==> src/rtl/lr35902_bg_fetch.sv <==
// Background tile fetcher: walks the BG map per scanline and hands 8-pixel rows to the pixel FIFO.
// Optional macro LR35902_BG_FETCH_BITREV_EN presents pixel bytes LSB-first (bit 0 = leftmost pixel).
module lr35902_bg_fetch #(
    parameter int TILES_PER_LINE = 21
) (
    input  logic        clk,
    input  logic        reset,
    input  logic        start,
    input  logic        bg_map_sel,
    input  logic        tile_data_sel,
    input  logic [7:0]  scx,
    input  logic [7:0]  scy,
    input  logic [7:0]  ly,
    output logic [12:0] vadr,
    output logic        vread,
    input  logic [7:0]  vdata,
    output logic        busy,
    output logic [7:0]  pix_lo,
    output logic [7:0]  pix_hi,
    output logic        pix_valid,
    input  logic        pix_ready,
    output logic        line_done
);
    typedef enum logic [2:0] {IDLE, NUM0, NUM1, LO0, LO1, HI0, HI1, PUSH} state_t;

    localparam logic [4:0] LAST_TILE = 5'(TILES_PER_LINE - 1);

    state_t      state, state_n;
    logic [4:0]  tile_x, tile_x_n;
    logic [4:0]  scx_t, scx_t_n;
    logic [7:0]  yy, yy_n;
    logic        map_sel, map_sel_n;
    logic        data_sel, data_sel_n;
    logic [12:0] vadr_n;
    logic        vread_n, busy_n, pix_valid_n, line_done_n;
    logic [7:0]  pix_lo_n, pix_hi_n;

    logic [7:0]  yy_start;
    logic [4:0]  col_next;
    logic [2:0]  scx_fine_unused;

    // Fine scroll is applied downstream by the pixel FIFO.
    assign scx_fine_unused = scx[2:0];
    assign yy_start        = scy + ly;
    assign col_next        = scx_t + tile_x + 5'd1;

    function automatic logic [12:0] map_adr(input logic sel, input logic [7:0] y, input logic [4:0] col);
        return (sel ? 13'h1C00 : 13'h1800) + {3'b000, y[7:3], col};
    endfunction

    // Signed mode: 0x1000 + sext(num)*16, wrapping in 13 bits.
    function automatic logic [12:0] row_adr(input logic usel, input logic [7:0] num, input logic [2:0] row);
        logic [12:0] base;
        base = usel ? {1'b0, num, 4'b0000} : 13'h1000 + {num[7], num, 4'b0000};
        return base + {9'd0, row, 1'b0};
    endfunction

    function automatic logic [7:0] pix_order(input logic [7:0] b);
`ifdef LR35902_BG_FETCH_BITREV_EN
        logic [7:0] r;
        for (int i = 0; i < 8; i++) r[i] = b[7-i];
        return r;
`else
        return b;
`endif
    endfunction

    always_comb begin
        state_n     = state;
        tile_x_n    = tile_x;
        scx_t_n     = scx_t;
        yy_n        = yy;
        map_sel_n   = map_sel;
        data_sel_n  = data_sel;
        vadr_n      = vadr;
        vread_n     = 1'b0;
        busy_n      = busy;
        pix_valid_n = 1'b0;
        line_done_n = 1'b0;
        pix_lo_n    = pix_lo;
        pix_hi_n    = pix_hi;
        // Outputs are registered, so each branch computes what the next state presents.
        if (start) begin
            map_sel_n  = bg_map_sel;
            data_sel_n = tile_data_sel;
            scx_t_n    = scx[7:3];
            yy_n       = yy_start;
            tile_x_n   = 5'd0;
            state_n    = NUM0;
            vadr_n     = map_adr(bg_map_sel, yy_start, scx[7:3]);
            vread_n    = 1'b1;
            busy_n     = 1'b1;
        end else begin
            case (state)
                IDLE: begin
                    vadr_n = 13'd0;
                    busy_n = 1'b0;
                end
                NUM0: state_n = NUM1;
                NUM1: begin
                    // vdata is the tile number here; it only feeds the row address.
                    vadr_n  = row_adr(data_sel, vdata, yy[2:0]);
                    vread_n = 1'b1;
                    state_n = LO0;
                end
                LO0: state_n = LO1;
                LO1: begin
                    pix_lo_n = pix_order(vdata);
                    vadr_n   = vadr + 13'd1;
                    vread_n  = 1'b1;
                    state_n  = HI0;
                end
                HI0: state_n = HI1;
                HI1: begin
                    pix_hi_n    = pix_order(vdata);
                    pix_valid_n = 1'b1;
                    state_n     = PUSH;
                end
                PUSH: begin
                    if (!pix_ready) begin
                        pix_valid_n = 1'b1;
                    end else if (tile_x == LAST_TILE) begin
                        state_n     = IDLE;
                        line_done_n = 1'b1;
                        busy_n      = 1'b0;
                        vadr_n      = 13'd0;
                    end else begin
                        tile_x_n = tile_x + 5'd1;
                        state_n  = NUM0;
                        vadr_n   = map_adr(map_sel, yy, col_next);
                        vread_n  = 1'b1;
                    end
                end
                default: state_n = IDLE;
            endcase
        end
    end

    always_ff @(posedge clk) begin
        if (reset) begin
            state     <= IDLE;
            tile_x    <= 5'd0;
            scx_t     <= 5'd0;
            yy        <= 8'd0;
            map_sel   <= 1'b0;
            data_sel  <= 1'b0;
            vadr      <= 13'd0;
            vread     <= 1'b0;
            busy      <= 1'b0;
            pix_lo    <= 8'd0;
            pix_hi    <= 8'd0;
            pix_valid <= 1'b0;
            line_done <= 1'b0;
        end else begin
            state     <= state_n;
            tile_x    <= tile_x_n;
            scx_t     <= scx_t_n;
            yy        <= yy_n;
            map_sel   <= map_sel_n;
            data_sel  <= data_sel_n;
            vadr      <= vadr_n;
            vread     <= vread_n;
            busy      <= busy_n;
            pix_lo    <= pix_lo_n;
            pix_hi    <= pix_hi_n;
            pix_valid <= pix_valid_n;
            line_done <= line_done_n;
        end
    end
endmodule

==> config.mk <==
export PLATFORM = sky130hd
export DESIGN_NAME = lr35902_bg_fetch
export DESIGN_NICKNAME = d
export VERILOG_FILES = /design/src/rtl/lr35902_bg_fetch.sv
export SDC_FILE = /design/constraint.sdc
export NUM_CORES = 1
export LEC_CHECK = 0
export BUFFER_PORTS_ARGS = -buffer_cell sky130_fd_sc_hd__buf_2
export CELL_PAD_IN_SITES_DETAIL_PLACEMENT = 1
export CELL_PAD_IN_SITES_GLOBAL_PLACEMENT = 1
export CORE_MARGIN = 4
export CORE_UTILIZATION = 40
export CTS_CLUSTER_SIZE = 25
export DETAILED_ROUTE_END_ITERATION = 8
export PLACE_DENSITY = 0.78
export SYNTH_ARGS = -nofsm -noshare
export SYNTH_HDL_FRONTEND = slang
export SYNTH_SLANG_ARGS = --single-unit
==> constraint.sdc <==
create_clock -name clk -period 3 [get_ports clk]
set_clock_uncertainty 0.2 [all_clocks]
set_input_delay 0.6 -clock clk [delete_from_list [all_inputs] [get_ports clk]]
set_output_delay 0.6 -clock clk [all_outputs]
set_load 0.1 [all_outputs]
==> qor.yml, run 1 <==
run_status:
  status: "completed"
clock_network:
  cts_sinks: 56
  cts_tree: "done"
  ctsHtreeMaxLevel: 2
  cts_buffer_depth: 2
  post_cts_resized: 0
  cts_root_buf: "clkbuf_8"
  clk_latency_ns: 0.30
  cts_made_buffers: 5
  cts_hold_buf: 0
  cts_setup_buffers: 0
  path_clk_slew_ns: 0.10
pwr:
  swShare_pct: 32.6
  p_per_area_nw_per_um2: 428
  pwr-share-seq_pct: 51.5
  switchingPower_mw: 0.514
  pwr-share-clk_pct: 26.5
  vdd.ir_drop.worst_uv: 249
  p_int_mw: 1.06
  power_frac_comb_pct: 21.9
  leakage_nw: 1.54
synthesis:
  ys_types: 57
  syn_area_um2: 3160
  syn_inst: 385
  syn_nets: 439
  ys_seq_elements: 56
  async_flop_share_pct: 0
  ys_warn_count: 0
  ys_top_cells_by_area: "dfxtp_1, ha_1, nand2_1, a21oi_1, mux2i_1"
  synth-edff-count: 0
  yosysMostFrequentCell: "dfxtp_1"
  synth_top_area_share_pct: 35.5
  syn_area_per_cell_um2: 8.20
  synth_area_leader_cell: "dfxtp_1"
  ys_seq_area_share_pct: 35.5
  synth_ff_type: "dfxtp_1"
  synthTopCellsByCount: "dfxtp_1, nand2_1, nor2_1, a21oi_1, mux2i_1"
worst_hold_path:
  holdCritPathClass: "flop to flop"
timing:
  fin_tns_setup_ns: 0
  worst_pin_slew_ns: 0.893
  slew_viol_final: 0
  timing.final.ws_setup_ns: 0.514
  hold_violations: 0
  setup_viol: 0
  max_freq_mhz: 402
  grt_setup_unrepaired: "no"
  relSlewSlack_pct: 40.0
  layout_min_cycle_time_ns: 2.49
  period_share_pct: 82.9
place:
  postPlaceCellArea_um2: 3600
  detailedPlace.worstSlack_ns: 0.375
  place.gp.congestion: 0.812
  dp_hpwl_mm: 7.21
  port_buffers: 67
worst_setup_path:
  crit_path_start_kind: "flop"
  critical_path_arrival_ns: 2.54
  cp_max_fo: 24
  path_class: "flop to flop"
  crit_required_ns: 3.05
  end_kind: "flop"
global_routing:
  grt_first_pass_wirelength_mm: 15.5
  track_usage_pct: 19.6
  overflow: 0
  antenna_found_initial: 0
  grt_start_max_net_pins: 33
  grt_pass1_vias: 3223
floorplanning:
  die_height_um: 96.8
  ioPinCount: 71
  start_util_pct: 41.1
  dieWidth_um: 96.8
  coreArea_um2: 7690
  dieArea_um2: 9380
  rows: 32
detailed_routing:
  wl_per_cell_um: 16.8
  postRouteWirelength_mm: 9.28
  first_pass_iters: 4
  drc: 0
  viasPerCell: 5.56
  drtAntennaViolNets: 0
  drt-initial-drc-count: 178
  vias: 3066
cells_and_area:
  area_growth_pct: 17.0
  register_area_um2: 1120
  n_antenna_cell: 0
  n_fill_cell: 981
  postLayoutCellArea_um2: 3690
  nets: 502
  multi_input_area_um2: 1890
  drive_above_1_share_pct: 20.9
job:
  max_cap_violations: 0
-- layout by cell type, fill, tap and decap left out, types with 5 or more instances in the layout --
cell / synthesis / routed
o21ai_0: 10 / 10
ha_1: 14 / 14
a21oi_1: 34 / 34
a22oi_1: 6 / 6
clkbuf_8: 0 / 6
or3_1: 5 / 5
o22ai_1: 5 / 5
inv_1: 14 / 14
nor3_1: 11 / 11
a31oi_1: 7 / 7
mux2i_1: 15 / 15
xnor2_1: 10 / 10
dfxtp_1: 56 / 56
nor2_1: 38 / 38
nand3_1: 8 / 8
buf_2: 7 / 67
xor2_1: 8 / 8
nand2_1: 46 / 46
buf_4: 1 / 9
nand4_1: 8 / 8
-- routing by layer --
metal	up-vias	wire length, um	global-route usage (%)
li1	1506	-	-
met1	1494	4190	24.5
met2	58	4680	35.8
met3	8	321	3.39
met4	0	87	3.24
met5	-	0	0
-- worst max-delay path, stage by stage, from the launching register on --
cell	delay, ns
dfxtp_1	0.87
a21oi_1	0.18
nor3_1	0.73
nand2_1	0.14
a21oi_1	0.19
a311o_1	0.12
-- flip-flops by register name, summed over array words and instances, names as in the netlist --
register   flops
pix_hi         8
scx_t          5
map_sel        1
vread          1
state          3
pix_lo         8
vadr          13
busy           1
data_sel       1
yy             8
tile_x         5
pix_valid      1
line_done      1
-- cell families after synthesis --
logic type	Yosys count	synth area share, %
mux	15	4.76
simple gates	150	24.0
flops	56	35.5
compound gates	95	19.4
buf+inv	35	4.56
xor+xnor	18	4.99
fa+ha+maj	16	6.82
-- power by group through the flow --
stage                     Combinational, mW  Clock (mW)  Sequential (mW)
after global routing                  0.372       0.472            0.820
after detailed placement              0.347           0            0.830
final                                 0.346       0.419            0.813
after global placement                0.338           0            0.827
after floorplan                       0.153           0            0.922
after CTS                             0.348       0.438            0.813
-- final timing paths --
kind              slack (ns)       from  cells past startpoint   endpoint
hold / removal          0.26  pix_lo[2]                      2  pix_lo[2]
setup reg to reg        0.51   state[1]                      5    vadr[4]
hold reg to reg         0.26  pix_lo[2]                      2  pix_lo[2]
setup / recovery        0.51   state[1]                      5    vadr[4]
-- area by class of cell --
type,count,share of cell area [%]
clock buffers,6,2.24
clock inverters,2,0.271
flip-flops and latches,56,30.4
well taps,102,3.46
inverters,15,1.52
multi-input cells,294,51.2
repair buffers,76,10.9
-- stage by stage --
stage          power [mW]  utilization [%]  instances  hold slack [ns]
4_1_cts              1.60             48.0        551            0.257
3_3_place_gp         1.17             46.8        543            0.241
5_1_grt              1.66             48.0        551            0.300
3_5_place_dp         1.18             46.8        543            0.244
6_report             1.58             48.0        551            0.256
2_1_floorplan        1.08                -        385            0.226
No activity file was read; power rests on OpenSTA's default activity.
==> run 2, diff against run 1 <==
==> constraint.sdc (replaced) <==
create_clock -name clk -period 2.6 [get_ports clk]
set_clock_uncertainty 0.2 [all_clocks]
set_input_delay 0.52 -clock clk [delete_from_list [all_inputs] [get_ports clk]]
set_output_delay 0.52 -clock clk [all_outputs]
set_load 0.1 [all_outputs]
==> run 2 against run 1 <==
  * Utilization rose by 0.33 points
  * Sequential cell count did not move
  * Sequential share of layout area fell by 0.14 points
  * Critical path type unchanged
  * Combinational power rose by 16%
  * Largest cell class unchanged
  * Design area rose by 0.68%
==> qor.yml, run 2 (synthesis results as in run 1) <==
run_status:
  status: "completed"
worst_hold_path:
  holdCritPathClass: "input port to flop"
floorplanning:
  rows: 32
  dieWidth_um: 96.8
  die_height_um: 96.8
  ioPinCount: 71
  start_util_pct: 41.1
  coreArea_um2: 7690
  dieArea_um2: 9380
global_routing:
  grt_start_max_net_pins: 25
  track_usage_pct: 19.9
  overflow: 0
  grt_first_pass_wirelength_mm: 15.5
  grt_pass1_vias: 3132
  antenna_found_initial: 0
worst_setup_path:
  path_class: "flop to flop"
  rrSetupSlack_ns: 0.18
  crit_required_ns: 2.67
  crit_path_start_kind: "flop"
  end_kind: "flop"
  cp_max_fo: 22
  critical_path_arrival_ns: 2.49
place:
  port_buffers: 67
  placedCellCount: 545
  dp_hpwl_mm: 7.38
  postPlaceCellArea_um2: 3620
  detailedPlace.worstSlack_ns: 0.0441
  place.gp.congestion: 0.857
cells_and_area:
  mostFrequentLayoutCells: "buf_2, dfxtp_1, nand2_1, nor2_1, a21oi_1"
  area_growth_pct: 17.8
  n_antenna_cell: 0
  drive_above_1_share_pct: 22.0
  largest_reg_flops: 13
  final_cell_count_no_fill: 553
  nets: 504
  largest_register: "vadr"
  final_common_cell: "buf_2"
  final_core_util_pct: 48.4
  postLayoutCellArea_um2: 3720
detailed_routing:
  postRouteWirelength_mm: 9.46
  wl_per_cell_um: 17.1
  vias: 3094
  first_pass_iters: 4
  drtAntennaViolNets: 0
  viasPerCell: 5.59
  drt-initial-drc-count: 134
  drc: 0
timing:
  worst_pin_slew_ns: 0.705
  period_share_pct: 92.9
  slew_viol_final: 0
  fin_tns_setup_ns: 0
  relSlewSlack_pct: 52.9
  setup_viol: 0
  layout_min_cycle_time_ns: 2.42
  max_freq_mhz: 414
  hold_violations: 0
  timing.final.ws_setup_ns: 0.184
clock_network:
  cts_buffer_depth: 2
  cts_setup_buffers: 0
  cts_sinks: 56
  ctsHtreeMaxLevel: 2
  clk_latency_ns: 0.33
  cts_hold_buf: 0
  post_cts_resized: 0
  path_clk_slew_ns: 0.12
  cts_root_buf: "clkbuf_8"
  cts_tree: "done"
  cts_made_buffers: 5
pwr:
  p_per_area_nw_per_um2: 502
  vdd.ir_drop.worst_uv: 253
  leakage_nw: 1.55
job:
  max_cap_violations: 0
run 2: cell count changes in the layout (fill, tap and decap cells not counted), moves of 2 or more:
cell	previous run	this run
dfxtp_1	56	54
clkinv_2	2	0
buf_4	9	11
dfxtp_2	0	2
inv_6	0	2
run 2: metrics by stage:
stage / hold WS, ns / total power, mW
6_report: 0.233 / 1.87
4_1_cts: 0.226 / 1.89
5_1_grt: 0.243 / 1.95
3_3_place_gp: 0.236 / 1.35
2_1_floorplan: 0.226 / 1.24
3_5_place_dp: 0.248 / 1.36
run 2: layer usage:
metal | vias up | track usage, % | wire length (um)
met5 | - | 0 | 0
met4 | 0 | 4.32 | 77
met3 | 6 | 3.46 | 323
met2 | 61 | 35.8 | 4910
met1 | 1514 | 24.9 | 4150
li1 | 1513 | - | -
run 2: power breakdown:
group / leakage [nW] / switching (mW) / total, mW / internal (mW)
Clock: 0.0491 / 0.325 / 0.524 / 0.199
Combinational: 1.04 / 0.279 / 0.402 / 0.124
Sequential: 0.459 / 0.0442 / 0.939 / 0.895
Total: 1.55 / 0.648 / 1.87 / 1.22
run 2: cell type report:
class / instances / area (um2)
repair buffers: 78 / 418
clock buffers: 5 / 68.8
clock inverters: 3 / 26.3
inverters: 15 / 56.3
multi-input cells: 294 / 1900
well taps: 102 / 128
fillers: 978 / 3970
flip-flops and latches: 56 / 1120
run 2: worst paths after layout:
path / depth (start not counted) / to / start
worst min register to register: 2 / pix_lo[0] / pix_lo[0]
worst max register to register: 5 / vadr[4] / state[2]
worst min-delay path: 3 / data_sel / tile_data_sel
worst max-delay path: 5 / vadr[4] / state[2]
run 2: critical path, stage by stage, from the launching register on:
cell and delay [ns]:
dfxtp_1 0.79, nand2b_1 0.31, nor2_1 0.45, o21ai_2 0.20, nor3_1 0.27, a311o_1 0.14
==> run 3, diff against run 2 <==
==> constraint.sdc (replaced) <==
create_clock -name clk -period 2.6 [get_ports clk]
set_clock_uncertainty 0.2 [all_clocks]
set_input_delay 0.26 -clock clk [delete_from_list [all_inputs] [get_ports clk]]
set_output_delay 0.26 -clock clk [all_outputs]
set_load 0.1 [all_outputs]
==> run 3 against run 2 <==
  * Worst hold slack lost 0.23 ns
  * Sequential cell count is the same
  * Register-to-register slack gained 0.05 ns
  * Cell count grew 0.72%
  * Total power shrank 1.3%
  * Largest cell class unchanged
  * Largest power group unchanged
  * Highest routed layer unchanged
==> qor.yml, run 3 (synthesis results as in run 1) <==
clock_network:
  cts_tree: "done"
  clk_latency_ns: 0.31
  path_clk_slew_ns: 0.10
  cts_root_buf: "clkbuf_8"
  cts_made_buffers: 5
  cts_sinks: 56
  ctsHtreeMaxLevel: 2
  post_cts_resized: 0
  cts_buffer_depth: 2
  cts_setup_buffers: 0
worst_setup_path:
  end_kind: "flop"
  timing.rr.start: "state[2]"
  rr_worst_depth: 5
  worstSetupEndpoint: "vadr[4]"
  crit_path_start: "state[2]"
  path_class: "flop to flop"
  critical_path_arrival_ns: 2.43
  crit_path_start_kind: "flop"
  rrSetupSlack_ns: 0.24
  r2r_end: "vadr[4]"
  crit_required_ns: 2.66
  cp_max_fo: 22
timing:
  timing.final.ws_setup_ns: 0.235
  setup_viol: 0
  period_share_pct: 90.9
  layout_min_cycle_time_ns: 2.36
  fin_tns_setup_ns: 0
  whs_ns: 0.00329
  grt_setup_unrepaired: "no"
  hold_violations: 0
  max_freq_mhz: 423
  worst_pin_slew_ns: 0.909
  relSlewSlack_pct: 38.9
  slew_viol_final: 0
place:
  detailedPlace.worstSlack_ns: 0.301
  dp_hpwl_mm: 7.10
  port_buffers: 67
  postPlaceCellArea_um2: 3620
  placedCellCount: 545
  place.gp.congestion: 0.820
pwr:
  power_frac_comb_pct: 22.2
  pwr-share-clk_pct: 27.0
  total_power_mw: 1.84
  swShare_pct: 32.7
  switchingPower_mw: 0.603
  leakage_nw: 1.56
  p_int_mw: 1.24
  p_per_area_nw_per_um2: 491
  pwr-share-seq_pct: 50.7
  vdd.ir_drop.worst_uv: 337
detailed_routing:
  drt-initial-drc-count: 137
  drtAntennaViolNets: 0
  viasPerCell: 5.56
  wl_per_cell_um: 16.6
  drc: 0
  vias: 3096
  first_pass_iters: 4
  postRouteWirelength_mm: 9.22
run_status:
  status: "completed"
cells_and_area:
  mostFrequentLayoutCells: "buf_2, dfxtp_1, nand2_1, nor2_1, a21oi_1"
  nets: 508
  n_fill_cell: 965
  largest_register: "vadr"
  final_cell_count_no_fill: 557
  postLayoutCellArea_um2: 3750
  n_antenna_cell: 0
  final_common_cell: "buf_2"
  largest_reg_flops: 13
  multi_input_area_um2: 1890
  register_area_um2: 1120
  final_core_util_pct: 48.8
  drive_above_1_share_pct: 21.3
  area_growth_pct: 18.8
floorplanning:
  coreArea_um2: 7690
  die_height_um: 96.8
  start_util_pct: 41.1
  ioPinCount: 71
  dieWidth_um: 96.8
  rows: 32
  dieArea_um2: 9380
global_routing:
  grt_start_max_net_pins: 25
  track_usage_pct: 19.8
  grt_first_pass_wirelength_mm: 15.6
  antenna_found_initial: 0
  overflow: 0
  grt_pass1_vias: 3185
worst_hold_path:
  holdCritPathClass: "input port to flop"
job:
  max_cap_violations: 0
run 3: cell types whose count changed in the layout (fill, tap and decap cells not counted):
cell,previous run,this run
clkbuf_1,0,1
clkinv_4,1,0
clkbuf_8,5,6
inv_6,2,0
dlygate4sd3_1,0,4
clkinvlp_4,0,1
nor3_2,2,1
nor3_1,10,11
run 3: how the worst min path moves through the flow:
stage                   start         to  slack, ns  cells after the start
floorplan           pix_ready  pix_valid       0.16                      1
global placement        yy[7]      yy[7]       0.24                      1
detailed placement  pix_lo[2]  pix_lo[2]       0.25                      2
CTS                 pix_ready  pix_valid     0.0001                      2
global route        pix_ready  pix_valid      0.008                      2
finish              pix_ready  pix_valid      0.003                      2
run 3: power by group through the flow:
stage | clock (mW) | combinational [mW] | sequential (mW)
global placement | 0 | 0.395 | 0.952
CTS | 0.516 | 0.411 | 0.935
global route | 0.552 | 0.444 | 0.941
detailed placement | 0 | 0.405 | 0.954
finish | 0.498 | 0.410 | 0.934
floorplan | 0 | 0.177 | 1.06
run 3: final cells by class:
| cell class | count | area share (%) |
|---|---|---|
| repair buffers | 82 | 12.2 |
| clock inverters | 1 | 0.200 |
| clock buffers | 7 | 2.30 |
| well taps | 102 | 3.40 |
| flip-flops and latches | 56 | 30.0 |
| multi-input cells | 294 | 50.4 |
| inverters | 15 | 1.50 |
run 3: timing repair:
item                                    4_1_cts  5_1_grt
hold buffers                                  4        0
hold endpoints to repair                      4        0
endpoints found under the setup margin        0        0
run 3: layer usage:
layer	vias to the layer above	track usage, %	part of all wire [%]
li1	1521	-	-
met1	1502	24.6	45
met2	62	35.0	51
met3	11	3.82	3.3
met4	0	4.86	0.99
met5	-	0	0
run 3: worst max-delay path: stages, from the launching register on:
cell,delay [ns]
dfxtp_1,0.79
a21oi_1,0.19
nor3_1,0.73
nand2_1,0.12
a21oi_1,0.17
a311o_1,0.12
